[src/rtl/dma_cfg_icb_slave.sv]
// DMA configuration register block on the peripheral ICB fabric.
// Holds transfer geometry, fires a one-cycle start pulse, and reports engine status.
module dma_cfg_icb_slave #(
    parameter int                ADDR_W    = 32,
    parameter logic [ADDR_W-1:0] BASE_ADDR = 32'h1004_2000,
    parameter int                OFS_W     = 12
) (
    input  logic              clk,
    input  logic              rst_n,
    input  logic              icb_cmd_valid,
    output logic              icb_cmd_ready,
    input  logic [ADDR_W-1:0] icb_cmd_addr,
    input  logic              icb_cmd_read,
    input  logic [31:0]       icb_cmd_wdata,
    input  logic [3:0]        icb_cmd_wmask,
    output logic              icb_rsp_valid,
    input  logic              icb_rsp_ready,
    output logic              icb_rsp_err,
    output logic [31:0]       icb_rsp_rdata,
    output logic [31:0]       sour_addr,
    output logic [31:0]       dest_addr,
    output logic [31:0]       line_size,
    output logic [31:0]       row_size,
    output logic [31:0]       trans_matr,
    output logic              cfg_vld,
    input  logic [2:0]        dma_ctr
);

    localparam logic [OFS_W-1:0] OFS_SRC   = OFS_W'('h00);
    localparam logic [OFS_W-1:0] OFS_DST   = OFS_W'('h04);
    localparam logic [OFS_W-1:0] OFS_LINE  = OFS_W'('h08);
    localparam logic [OFS_W-1:0] OFS_ROW   = OFS_W'('h0C);
    localparam logic [OFS_W-1:0] OFS_TRANS = OFS_W'('h10);
    localparam logic [OFS_W-1:0] OFS_CTRL  = OFS_W'('h14);

    typedef enum logic {
        IDLE,
        RESP
    } state_t;

    state_t            state;
    logic              accept;
    logic              wr;
    logic              busy;
    logic              hit;
    logic              misaligned;
    logic [OFS_W-1:0]  off;
    logic              sel_src;
    logic              sel_dst;
    logic              sel_line;
    logic              sel_row;
    logic              sel_trans;
    logic              sel_ctrl;
    logic              sel_cfg;
    logic              reserved;
    logic              start_req;
    logic              busy_block;
    logic              cmd_err;
    logic              do_write;
    logic              do_start;
    logic [31:0]       rd_mux;

    // Byte-lane merge: lane i takes new data only when its enable is set.
    function automatic logic [31:0] merge(
        input logic [31:0] old_val,
        input logic [31:0] new_val,
        input logic [3:0]  mask
    );
        logic [31:0] res;
        res = old_val;
        for (int i = 0; i < 4; i++) begin
            if (mask[i]) res[8*i +: 8] = new_val[8*i +: 8];
        end
        return res;
    endfunction

    // The single response buffer frees up in the same cycle it drains.
    assign icb_cmd_ready = !icb_rsp_valid || icb_rsp_ready;
    assign accept        = icb_cmd_valid && icb_cmd_ready;
    assign wr            = !icb_cmd_read;
    assign busy          = dma_ctr[2];

    assign hit        = icb_cmd_addr[ADDR_W-1:OFS_W] == BASE_ADDR[ADDR_W-1:OFS_W];
    assign off        = icb_cmd_addr[OFS_W-1:0];
    assign misaligned = icb_cmd_addr[1:0] != 2'b00;

    assign sel_src   = off == OFS_SRC;
    assign sel_dst   = off == OFS_DST;
    assign sel_line  = off == OFS_LINE;
    assign sel_row   = off == OFS_ROW;
    assign sel_trans = off == OFS_TRANS;
    assign sel_ctrl  = off == OFS_CTRL;
    assign sel_cfg   = sel_src || sel_dst || sel_line || sel_row || sel_trans;
    assign reserved  = !(sel_cfg || sel_ctrl);

    // Geometry must not move under a running engine, nor may it be restarted.
    assign start_req  = wr && sel_ctrl && icb_cmd_wdata[0] && icb_cmd_wmask[0];
    assign busy_block = busy && ((wr && sel_cfg) || start_req);
    assign cmd_err    = !hit || misaligned || reserved || busy_block;

    assign do_write = accept && !cmd_err && wr;
    assign do_start = accept && !cmd_err && start_req;

    // Read data selection; errors and writes return zero.
    always_comb begin
        rd_mux = 32'h0;
        if (icb_cmd_read && !cmd_err) begin
            unique case (1'b1)
                sel_src:   rd_mux = sour_addr;
                sel_dst:   rd_mux = dest_addr;
                sel_line:  rd_mux = line_size;
                sel_row:   rd_mux = row_size;
                sel_trans: rd_mux = trans_matr;
                sel_ctrl:  rd_mux = {29'h0, dma_ctr};
                default:   rd_mux = 32'h0;
            endcase
        end
    end

    // Configuration registers, byte-masked, updated on the accept edge.
    always_ff @(posedge clk) begin
        if (!rst_n) begin
            sour_addr  <= 32'h0;
            dest_addr  <= 32'h0;
            line_size  <= 32'h0;
            row_size   <= 32'h0;
            trans_matr <= 32'h0;
        end else if (do_write) begin
            if (sel_src)   sour_addr  <= merge(sour_addr,  icb_cmd_wdata, icb_cmd_wmask);
            if (sel_dst)   dest_addr  <= merge(dest_addr,  icb_cmd_wdata, icb_cmd_wmask);
            if (sel_line)  line_size  <= merge(line_size,  icb_cmd_wdata, icb_cmd_wmask);
            if (sel_row)   row_size   <= merge(row_size,   icb_cmd_wdata, icb_cmd_wmask);
            if (sel_trans) trans_matr <= merge(trans_matr, icb_cmd_wdata, icb_cmd_wmask);
        end
    end

    // Response FSM with registered response fields and start pulse.
    always_ff @(posedge clk) begin
        if (!rst_n) begin
            state         <= IDLE;
            icb_rsp_valid <= 1'b0;
            icb_rsp_err   <= 1'b0;
            icb_rsp_rdata <= 32'h0;
            cfg_vld       <= 1'b0;
        end else begin
            cfg_vld <= do_start;
            unique case (state)
                IDLE: begin
                    if (accept) begin
                        state         <= RESP;
                        icb_rsp_valid <= 1'b1;
                        icb_rsp_err   <= cmd_err;
                        icb_rsp_rdata <= rd_mux;
                    end
                end
                RESP: begin
                    if (accept) begin
                        icb_rsp_err   <= cmd_err;
                        icb_rsp_rdata <= rd_mux;
                    end else if (icb_rsp_ready) begin
                        state         <= IDLE;
                        icb_rsp_valid <= 1'b0;
                    end
                end
                default: begin
                    state         <= IDLE;
                    icb_rsp_valid <= 1'b0;
                end
            endcase
        end
    end

endmodule

[config.mk]
export PLATFORM = sky130hd
export DESIGN_NAME = dma_cfg_icb_slave
export DESIGN_NICKNAME = d
export VERILOG_FILES = /design/src/rtl/dma_cfg_icb_slave.sv
export SDC_FILE = /design/constraint.sdc
export NUM_CORES = 1
export LEC_CHECK = 0
export CORE_MARGIN = 5
export CORE_UTILIZATION = 50
export DETAILED_ROUTE_END_ITERATION = 10
export PLACE_DENSITY = 0.86
export RECOVER_POWER = 25
export SLEW_MARGIN = 30
export SYNTH_ARGS = -nofsm -noshare
export SYNTH_HDL_FRONTEND = slang
export SYNTH_SLANG_ARGS = --single-unit
[constraint.sdc]
create_clock -name clk -period 3.2 [get_ports clk]
set_input_delay 0.64 -clock clk [delete_from_list [all_inputs] [get_ports clk]]
set_output_delay 0.64 -clock clk [all_outputs]
set_load 0.005 [all_outputs]
== Yosys cells after proc, flatten, opt, wreduce, memory -nomap -nowiden ==
Index checks and enable logic that the tools add are counted.

* Eq/ne operators: 9
* Multiplexer cells: 12
* Bitwise operators: 1
* Reduce and logical (&&, ||, !) cells: 48

{| class="wikitable"
|+ Operator list
! operator !! number
|-
| $pmux 32 s6 || 1
|-
| $mux 32 || 2
|-
| $reduce_and 3->1 || 21
|-
| $eq 12x4->1 const B || 2
|-
| $eq 12x5->1 const B || 2
|-
| $eq 20x17->1 const B || 1
|-
| $eq 12x3->1 const B || 1
|-
| $logic_not 12->1 || 1
|-
| $logic_and 1x1->1 || 10
|-
| $logic_or 1x1->1 || 10
|-
| $mux 1 || 7
|-
| $ne 2x2->1 const B || 3
|-
| $logic_not 1->1 || 5
|-
| $pmux 1 s2 || 2
|-
| $reduce_bool 2->1 || 1
|-
| $not 1->1 || 1
|}

* Flip-flop bits (word level): 196
* Input bits: 76
* Output and inout bits: 196
* Word-level logic and storage cells: 95

== Logic depth before layout (Yosys ltp) ==
Gate-level depths: netlist of run 1.

* Depth in word-level cells: 13
* Mapped depth: 7
* Depth with buffers taken out: 5

== Worst setup path before layout of run 1 ==
No wires, ideal clock.

* Path type: input to register
* From: input port icb_cmd_addr[4]
* To: register row_size[19]
* Library setup time: 123 ps
* Arrival: 2,174 ps
* Required time: 3,077 ps
* Setup slack: 904 ps
* Stages on the path: 6
* Buffers on the path: 2
* Cell sequence: buf_2 -> a311oi_2 -> nor4_4 -> and4_1 -> buf_4 -> mux2i_1

* Longest elaborated chain between the ends: 13
* Elaborated cells between the ends (all ways): 24
* Classes of those cells: eq/ne: 5; reduce/logical: 19

{| class="wikitable"
|+ Ends and longest elaborated chain
! item !! line !! RTL
|-
| start: declaration || 12 || <nowiki>input logic [ADDR_W-1:0] icb_cmd_addr,</nowiki>
|-
| $eq 12x3->1 / $logic_not 12->1 (equally long branches) || 88, 87 ||
|-
| $logic_or 1x1->1 (4 in a row) || 93 || <nowiki>assign sel_cfg = sel_src || sel_dst || sel_line || sel_row || sel_trans;</nowiki>
|-
| $logic_or 1x1->1 / $logic_and 1x1->1 (equally long branches) || 94, 98 ||
|-
| $logic_not 1->1 / $logic_or 1x1->1 (equally long branches) || 94, 98 ||
|-
| $logic_or 1x1->1 / $logic_and 1x1->1 (equally long branches) || 99, 98 ||
|-
| $logic_or 1x1->1 || 99 || <nowiki>assign cmd_err = !hit || misaligned || reserved || busy_block;</nowiki>
|-
| $logic_not 1->1 || 101 || <nowiki>assign do_write = accept && !cmd_err && wr;</nowiki>
|-
| $logic_and 1x1->1 (2 in a row) || 101 ||
|-
| $reduce_and 3->1 (no source line) * || n/a ||
|-
| end signal: assignment || 132 || <nowiki>if (sel_row) row_size <= merge(row_size, icb_cmd_wdata, icb_cmd_wmask);</nowiki>
|-
| end: declaration || 23 || <nowiki>output logic [31:0] row_size,</nowiki>
|}

Every way passes the cells marked *; elsewhere a longest branch is shown, timed or not.
A chain may end at the register's enable or synchronous reset.

== Worst setup path in the final report of run 1 ==
* From: input port icb_cmd_addr[9]
* To: register line_size[14]

* Longest elaborated chain between the ends: 13
* Elaborated cells between the ends (all ways): 24
* Classes of those cells: eq/ne: 5; reduce/logical: 19

{| class="wikitable"
|+ Ends and longest elaborated chain
! item !! line !! RTL
|-
| $eq 12x3->1 / $logic_not 12->1 (equally long branches) || 88, 87 ||
|-
| $logic_or 1x1->1 (4 in a row) || 93 ||
|-
| $logic_or 1x1->1 / $logic_and 1x1->1 (equally long branches) || 94, 98 ||
|-
| $logic_not 1->1 / $logic_or 1x1->1 (equally long branches) || 94, 98 ||
|-
| $logic_or 1x1->1 / $logic_and 1x1->1 (equally long branches) || 99, 98 ||
|-
| $logic_or 1x1->1 || 99 ||
|-
| $logic_not 1->1 || 101 ||
|-
| $logic_and 1x1->1 (2 in a row) || 101 ||
|-
| $reduce_and 3->1 (no source line) * || n/a ||
|-
| end signal: assignment || 131 || <nowiki>if (sel_line) line_size <= merge(line_size, icb_cmd_wdata, icb_cmd_wmask);</nowiki>
|-
| end: declaration || 22 || <nowiki>output logic [31:0] line_size,</nowiki>
|}

Marks and branches as above.

==> flow_results.org, run 1 <==
** Floorplan
- The floorplan step defined a die boundary enclosing slightly below 20000 um2.
- Row count :: 47
- Count of boundary I/O pins :: about 270
- Die width :: ~140 um
- Die boundary height :: around 140 um
- Core Region :: between 15000 and 20000 um2
- The initial utilization of the core area, before any placement, comes to 0.507.

** Setup path
- Critical path startpoint category :: input port
- In this run the critical register-to-register path is launched from icb_rsp_valid$_SDFFE_PN0P_.
- In this run the worst path has a maximum fanout of 20.
- For the worst setup path, the data required time is about 3.5 ns.
- Setup slack on the worst reg-to-reg path comes out at around 1.3 ns.
- R2r worst-path depth :: 7
- In this run the critical register-to-register path is captured at row_size[3]$_SDFFE_PN0P_.
- Worst setup path class :: input port to flop
- STA classifies the critical path endpoint as a flop.
- Worst EP arrival :: 3.02 ns

** Clocking
- The number of hold buffers added after CTS was 0.
- Maximum clock path buffer count :: 2
- The H-tree generated during clock tree synthesis spans 4 levels.
- Post-cts gate resize count :: 0
- Clock latency on the worst-skew pair, taken at its later pin, is 0.43 ns.
- Number of buffers added for setup after CTS :: 0
- Clock-pin slew was measured on the worst setup and hold paths at around 0.070 ns.
- The clock drives 196 sinks.
- TritonCTS built the clock tree.
- Clock buffers created by TritonCTS :: 17
- In this run the clock root is driven by a sky130_fd_sc_hd__clkbuf_16.

** Yosys
- Post-synth top area share :: 0.468
- Cell accounting for the most synthesized area :: sky130_fd_sc_hd__dfxtp_1
- Netlist area before placement :: around 8400 um2
- Number of enable-type register cells in the synthesized netlist :: 0
- For this run, the number of Yosys warnings is 0.
- Unique masters post-synth :: 35
- FFs w/ async S/R, synth :: 0
- Seq cells post-synth :: between 150 and 200
- Synthesized instance count :: 850
- Post-Syn Nets :: 926
- Ranking of synthesized cells by area :: sky130_fd_sc_hd__dfxtp_1, sky130_fd_sc_hd__mux2i_1, sky130_fd_sc_hd__nand2_1, sky130_fd_sc_hd__a22oi_1, sky130_fd_sc_hd__a222oi_1
- The share of the Yosys chip area taken by registers is 0.468.
- Among all flip-flop cells after synthesis, the most frequent one is sky130_fd_sc_hd__dfxtp_1.
- Average cell area after synthesis :: between 9 and 10 um2

** Min path
- Terminating pin of the worst hold path :: row_size[13]$_SDFFE_PN0P_
- The startpoint identified for the worst hold timing path is row_size[13]$_SDFFE_PN0P_.
- The min-delay analysis places its worst path in the category flop to flop.
- Counting instances, the worst hold path has a depth of 2.

** Layout
- The finished cells cover 12100 um2.
- In the final layout, flip-flops and latches occupy slightly below 4000 um2.
- At the end of the flow, the number of nets in the layout was roughly 1.2k.
- The repair_antennas step left the layout with diodes totalling 0.
- The area growth from synthesis to layout is 44.0%.
- Share of cells above drive strength 1 :: 0.0882
- The count of cells in the finished layout, fillers not included, comes to between 1k and 1.5k.
- The layout has between 1k and 1.5k filler cells.
- Area used by multi-input combinational logic :: ~4200 um2

** Routing
- The final route contains 7949 vias.
- For this block, the routed nets add up to around 29000 um of wire.
- Dividing the detail-routed wire length by the instance count gives between 20 and 25 um.
- Final antenna-violating net count :: 0
- Number of iterations in the first detailed-routing pass :: 9
- Drt drc :: 0
- DRC violation total after the first TritonRoute iteration :: 826
- Dividing the detail-routed via count by the number of cells gives 5.92.

** Power
- Across the VDD grid, the largest voltage drop is between 0.3 and 0.4 mV.
- Power Dens Cells :: between 400 and 500 nW/um2
- The analysis attributes to cell leakage a power of 5.29 nW.

** Place
- Summing all placed instances gives a cell area of between 10000 and 15000 um2.
- The congestion estimate from routability-driven global placement came to approximately 0.86.
- Including well taps, the total number of placed cells is ~1.3k.
- Setup slack at placement :: between 0.07 and 0.08 ns
- Input and output buffers added on the ports amount to 271.
- After legalization and detailed placement, the total HPWL measured 19800 um.

** STA
- For the final database, setup skew stands at 0.00672 ns.
- Relative slew slack :: 0.691
- Setup slack on the critical path of the routed design comes to roughly 0.53 ns.
- Maximum operating frequency :: roughly 370 MHz
- The max-slew violation count is 0.
- Worst Tran Pin Value :: between 0.4 and 0.5 ns
- For the final routed database, the setup TNS stands at 0 ns.
- RSZ-0062 raised after global routing :: false
- Time the final worst path needs with I/O delays and setup :: around 2.7 ns
- Final-report hold violation count :: 0
- Setup violations remaining at the end of the flow were counted as 0.
- Share of the clock period used by the worst path :: 0.835

** GRT
- In the global route stage, overall resource usage came out at 0.284.
- Total gr overflow :: 0
- The via count of the first global-routing pass is just over 8k.
- Largest net degree at the start of global routing :: between 90 and 100
- Number of antenna violations at the first check in global routing :: 0
- First-pass GRT wire length :: approximately 45000 um

** Status
- Result of the run :: finished clean

** Flow run
- Max capacitance violation total :: 0
[cells in the mapped netlist (all sizes together), types with 3 or more instances]
master,instances
mux2i,161
nand3,16
mux2,3
nand2,234
nor4b,6
dfxtp,196
a22oi,57
a32oi,4
o21ai,3
nand2b,5
a222oi,32
nand4,5
and2,4
nor2,7
buf,19
nor3,6
a22o,31
inv,3
nor4,6
clkbuf,42
[worst max-delay path by stage]
stage,to,from,depth (start not counted)
global route,line_size[14]$_SDFFE_PN0P_,icb_cmd_addr[9],7
CTS,line_size[9]$_SDFFE_PN0P_,icb_cmd_addr[9],7
global placement,line_size[6]$_SDFFE_PN0P_,icb_cmd_addr[9],7
floorplan,row_size[19]$_SDFFE_PN0P_,icb_cmd_addr[4],6
detailed placement,line_size[9]$_SDFFE_PN0P_,icb_cmd_addr[9],7
finish,line_size[14]$_SDFFE_PN0P_,icb_cmd_addr[9],7
[placed cells by master, fill, tap and decap left out, drive strengths merged, types with 5 or more instances in the layout]
cell type | synthesis | layout
nor2 | 7 | 7
nand4 | 5 | 5
a222oi | 32 | 32
mux2i | 161 | 161
nand2b | 5 | 5
nor4b | 6 | 6
nand2 | 234 | 234
a22o | 31 | 31
dlygate4sd3 | 0 | 94
nor4 | 6 | 6
nor3 | 6 | 6
clkbuf | 42 | 19
dfxtp | 196 | 196
inv | 3 | 7
buf | 19 | 32
clkdlybuf4s50 | 0 | 176
a22oi | 57 | 57
nand3 | 16 | 16
[worst max-delay path: stages]
cell                              delay, ns
sky130_fd_sc_hd__clkdlybuf4s50_1       0.45
sky130_fd_sc_hd__nor4_4                0.35
sky130_fd_sc_hd__nand3_4               0.28
sky130_fd_sc_hd__nor4b_4               0.50
sky130_fd_sc_hd__buf_12                0.24
sky130_fd_sc_hd__nand3_2               0.28
sky130_fd_sc_hd__mux2i_1               0.26
[report_power, final]
part	switching, mW	internal [mW]
Clock	0.970	1.21
Sequential	0.00174	2.44
Combinational	0.157	0.123
[state kept, by name, summed over array words and instances (netlist names)]
name / cells
cfg_vld: 1
dest_addr: 32
sour_addr: 32
line_size: 32
icb_rsp_valid: 1
state: 1
trans_matr: 32
icb_rsp_rdata: 32
icb_rsp_err: 1
row_size: 32
[layout make-up]
cell class | count | share of cell area
clock buffers | 19 | 0.0375
clock inverters | 13 | 0.0123
inverters | 3 | 0.000933
multi-input cells | 590 | 0.349
flip-flops and latches | 196 | 0.325
well taps | 220 | 0.0228
repair buffers | 302 | 0.252
[metrics by stage]
stage,utilization,power (mW),hold slack [ns]
6_report,0.731,4.90,0.474
5_1_grt,0.731,5.03,0.494
4_1_cts,0.731,4.91,0.478
3_5_place_dp,0.694,2.78,0.465
3_3_place_gp,0.694,2.77,0.459
2_1_floorplan,-,2.61,0.454
[metal layers]
metal | share of wire | global-route usage | wire length (um)
met4 | 0.027 | 0.118 | 784
met3 | 0.089 | 0.0789 | 2560
met5 | 0 | 0 | 0
met1 | 0.39 | 0.338 | 11200
met2 | 0.49 | 0.485 | 14200
[cells by family (layout without fill, tap and decap cells)]
group / Yosys count / after routing / share of synthesized area
and+or+nand+nor: 296 / 296 / 0.173
DFF: 196 / 196 / 0.468
muxes: 164 / 164 / 0.196
AOI/OAI and AO/OA: 130 / 130 / 0.131
buffers and inverters: 64 / 337 / 0.0324
Note: power is estimated with default switching activity, not from simulation.
==> run 2: changes to the inputs <==
--- a/config.mk
+++ b/config.mk
@@ -6,9 +6,9 @@
 export NUM_CORES = 1
 export LEC_CHECK = 0
 export CORE_MARGIN = 5
-export CORE_UTILIZATION = 50
+export CORE_UTILIZATION = 46
 export DETAILED_ROUTE_END_ITERATION = 10
-export PLACE_DENSITY = 0.86
+export PLACE_DENSITY = 0.8
 export RECOVER_POWER = 25
 export SLEW_MARGIN = 30
 export SYNTH_ARGS = -nofsm -noshare
==> constraint.sdc (replaced) <==
create_clock -name clk -period 2.7 [get_ports clk]
set_input_delay 0.54 -clock clk [delete_from_list [all_inputs] [get_ports clk]]
set_output_delay 0.54 -clock clk [all_outputs]
set_load 0.005 [all_outputs]
==> flow_results.org, run 2 (synthesized netlist as in run 1, its figures left out) <==
** Status
- Result of the run: finished, violations left (was finished clean).
- The final reports fail on max-capacitance violations, max-slew violations.

** Routing
- The total length of routed wires was 28700 um (about the same).
- The vias per cell is 5.80 (was 5.92).
- The number of search-and-repair iterations in the first detailed-routing pass came to 7 (was 9).
- The DRC violation total after the first TritonRoute iteration was 713 (was 826).
- Final antenna-violating net count :: 0 (unchanged)
- The number of remaining DRC errors was 0 (unchanged).
- The detail-routed net length per standard cell was 20.7 um (was 21.4 um).
- Vias :: 8039 (was 7949)

** STA
- RSZ-0062 raised after global routing :: false (unchanged)
- Share of the clock period used by the worst path :: 0.879
- Minimum setup slack in the final design :: 0.326 ns (was 0.528 ns)
- Smallest hold slack :: 0.469 ns (was 0.474 ns)
- Largest clock skew in the final design :: 0.00881 ns (was 0.00672 ns)
- Number of pins with negative max-slew slack in the final report :: 37 (was 0)
- Derived from the worst setup path, the maximum achievable clock frequency is around 420 MHz.
- Setup-violating endpoint count in the final report :: 0 (unchanged)
- Worst Tran Pin Value :: 1.58 ns (was 0.464 ns)
- Time the final worst path needs with I/O delays and setup :: about 2.4 ns
- The final hold violation count is 0 (unchanged).
- The relative max-transition margin is -0.0545 (was 0.691).

** Layout
- The number of inserted filler cells in the final layout is 1378 (was 1175).
- The post-route non-filler standard cell count is 1387 (was 1343).
- Leading cell type in the layout, fill and taps excluded :: sky130_fd_sc_hd__nand2_1 (unchanged)
- The area of all sequential standard cells was 3920 um2 (unchanged).
- Area used by multi-input combinational logic :: 4220 um2 (was 4210 um2)
- The area added between synthesis and finish was 49.2% (was 44.0%).
- The diode insertion count for antenna repair came to 0 (unchanged).
- Net count of the finished layout :: 1222 (was 1186)
- Share of cells above drive strength 1 :: 0.114 (was 0.0882)
- Post-layout utilization of the core :: 0.697 (was 0.731)
- Top library cells by usage in the layout, fill and taps aside: sky130_fd_sc_hd__nand2_1, sky130_fd_sc_hd__dfxtp_1, sky130_fd_sc_hd__clkdlybuf4s50_1 (unchanged).

** Setup path
- Buf+Inv Stages, Crit Path :: 3 (was 2)
- R2r worst-path depth :: 7 (unchanged)
- CP delay by family, top :: simple AND/OR/NAND/NOR gates (unchanged)
- Critical path startpoint category :: input port (unchanged)
- Critical path data required time :: 3.00 ns (was 3.54 ns)
- The slowest stage cell on the critical path was sky130_fd_sc_hd__nor4b_4 (unchanged).
- Worst path depth :: 8 (was 7)
- The endpoint type of the worst setup path is a flop (unchanged).
- The delay contributed by the slowest stage of the critical path came to 0.46 ns (was 0.50 ns).
- Critical path cell sequence :: clkdlybuf4s50_1, nor4_4, nand3_4, nor4b_4, buf_4, nand3_2, buf_12, mux2i_1 (was clkdlybuf4s50_1, nor4_4, nand3_4, nor4b_4, buf_12, nand3_2, mux2i_1)
- Largest driver fanout on the critical path :: 8 (was 20)
- The arrival time at the worst endpoint is 2.67 ns (was 3.02 ns).
- Worst setup path class :: input port to flop (unchanged)

** Place
- # port buffers :: 271 (unchanged)
- The global placer's final weighted congestion was 0.881 (was 0.859).
- The instance count after placement with tap cells included is 1356 (was 1311).
- Setup slack at placement :: -0.103 ns (was 0.0709 ns)
- Detailed Place HPWL :: 20200 um (was 19800 um)

** Clocking
- Worst-skew pair later-pin latency :: 0.42 ns (was 0.43 ns)
- The maximum clock path buffer count came to 2 (unchanged).
- Root Buffer Master :: sky130_fd_sc_hd__clkbuf_16 (unchanged)
- H-tree Lvls :: 4 (unchanged)
- Clock slew at the register clock pins of the worst setup and hold paths :: 0.07 ns (about the same)
- The number of gates given a new drive strength after cts came to 0 (unchanged).
- The clock buffer count from CTS was 17 (unchanged).
- The clock tree from TritonCTS was yes (unchanged).
- The number of buffers inserted to repair setup after CTS is 0 (unchanged).
- The number of sinks driven by the clock tree came to 196 (unchanged).
- Hold-fix buffer count after cts :: 0 (unchanged)

** Floorplan
- Row count :: 49 (was 47)
- The die width was 145 um (was 139 um).
- Die Outline Area :: 21000 um2 (was 19500 um2)
- Effective utilization at floorplan :: 0.467 (was 0.507)
- The number of top-level pins was 272 (unchanged).
- Die boundary height :: 145 um (was 139 um)
- Core Region :: 18000 um2 (was 16500 um2)

** GRT
- The via count of the first global-routing pass was 8197 (was 8243).
- The overall track demand over capacity in global routing is 0.263 (was 0.284).
- Largest net degree at the start of global routing :: 88 (was 99)
- First-pass GRT wire length :: 45200 um (was 44800 um)
- The initial antenna violation count is 0 (unchanged).
- The sum of overflow across all layers after global routing is 0 (unchanged).

** Min path
- Worst hold-check path type :: flop to flop (unchanged)
- The cell count of the worst hold path is 2 (unchanged).

** Power
- Power Dens Cells :: 452 nW/um2 (was 406 nW/um2)
- The portion of total power attributed to combinational logic came to 0.060 (was 0.057).
- Net switching share of the total power :: 0.228 (was 0.231)
- The leakage component of the power came to 5.53 nW (was 5.29 nW).
- Net Sw Power :: 1.29 mW (was 1.13 mW)
- The clock network fraction of design power came to 0.428 (was 0.445).
- Sequential fraction of design power :: 0.512 (was 0.498)
- The internal portion of total power was 4.37 mW (was 3.77 mW).
- The worst supply voltage drop on vdd is 0.427 mV (was 0.369 mV).

** Flow run
- Max capacitance violation total :: 1 (was 0)
==> run 2: layer usage <==
layer	global-route usage	vias up	share of wire
li1	-	3673	-
met1	0.329	3903	0.41
met2	0.444	411	0.48
met3	0.0630	52	0.082
met4	0.0895	0	0.021
met5	0	-	0
==> run 2: tightest hold or removal path: cells and delay by family, from the launching register on <==
family | cells | cell delay (ns)
flip-flops | 1 | 0.32
AND/OR/NAND/NOR | 1 | 0.06
AO/OA/AOI/OAI | 1 | 0.04
==> run 2: power groups by stage <==
stage	Combinational, mW	Clock [mW]	Sequential [mW]
2_1_floorplan	0.135	0	2.96
3_3_place_gp	0.334	0	2.96
3_5_place_dp	0.335	0	2.96
4_1_cts	0.338	2.44	2.89
5_1_grt	0.360	2.57	2.89
6_report	0.340	2.42	2.89
==> run 2: final cells by class <==
class | instances | share of cell area
clock buffers | 25 | 0.0412
clock inverters | 6 | 0.00350
inverters | 3 | 0.000900
multi-input cells | 590 | 0.337
flip-flops and latches | 196 | 0.314
well taps | 229 | 0.0229
repair buffers | 338 | 0.281
==> run 2: final timing paths <==
path                                                    start                        endpoint  slack (ns)
worst min register to register  icb_rsp_rdata[0]$_SDFFE_PN0P_   icb_rsp_rdata[0]$_SDFFE_PN0P_        0.47
worst max register to register     icb_rsp_valid$_SDFFE_PN0P_  icb_rsp_rdata[29]$_SDFFE_PN0P_        0.79
worst min-delay path            icb_rsp_rdata[0]$_SDFFE_PN0P_   icb_rsp_rdata[0]$_SDFFE_PN0P_        0.47
worst max-delay path                          icb_cmd_addr[9]      line_size[17]$_SDFFE_PN0P_        0.33
==> run 2: per-stage QoR <==
stage	setup TNS, ns	power [mW]	cell area [um2]
after global placement	-0.870	3.30	12000
after CTS	0	5.67	12500
after global routing	0	5.83	12500
after floorplan	0	3.10	8380
after detailed placement	-3.11	3.30	12000
final	0	5.66	12500
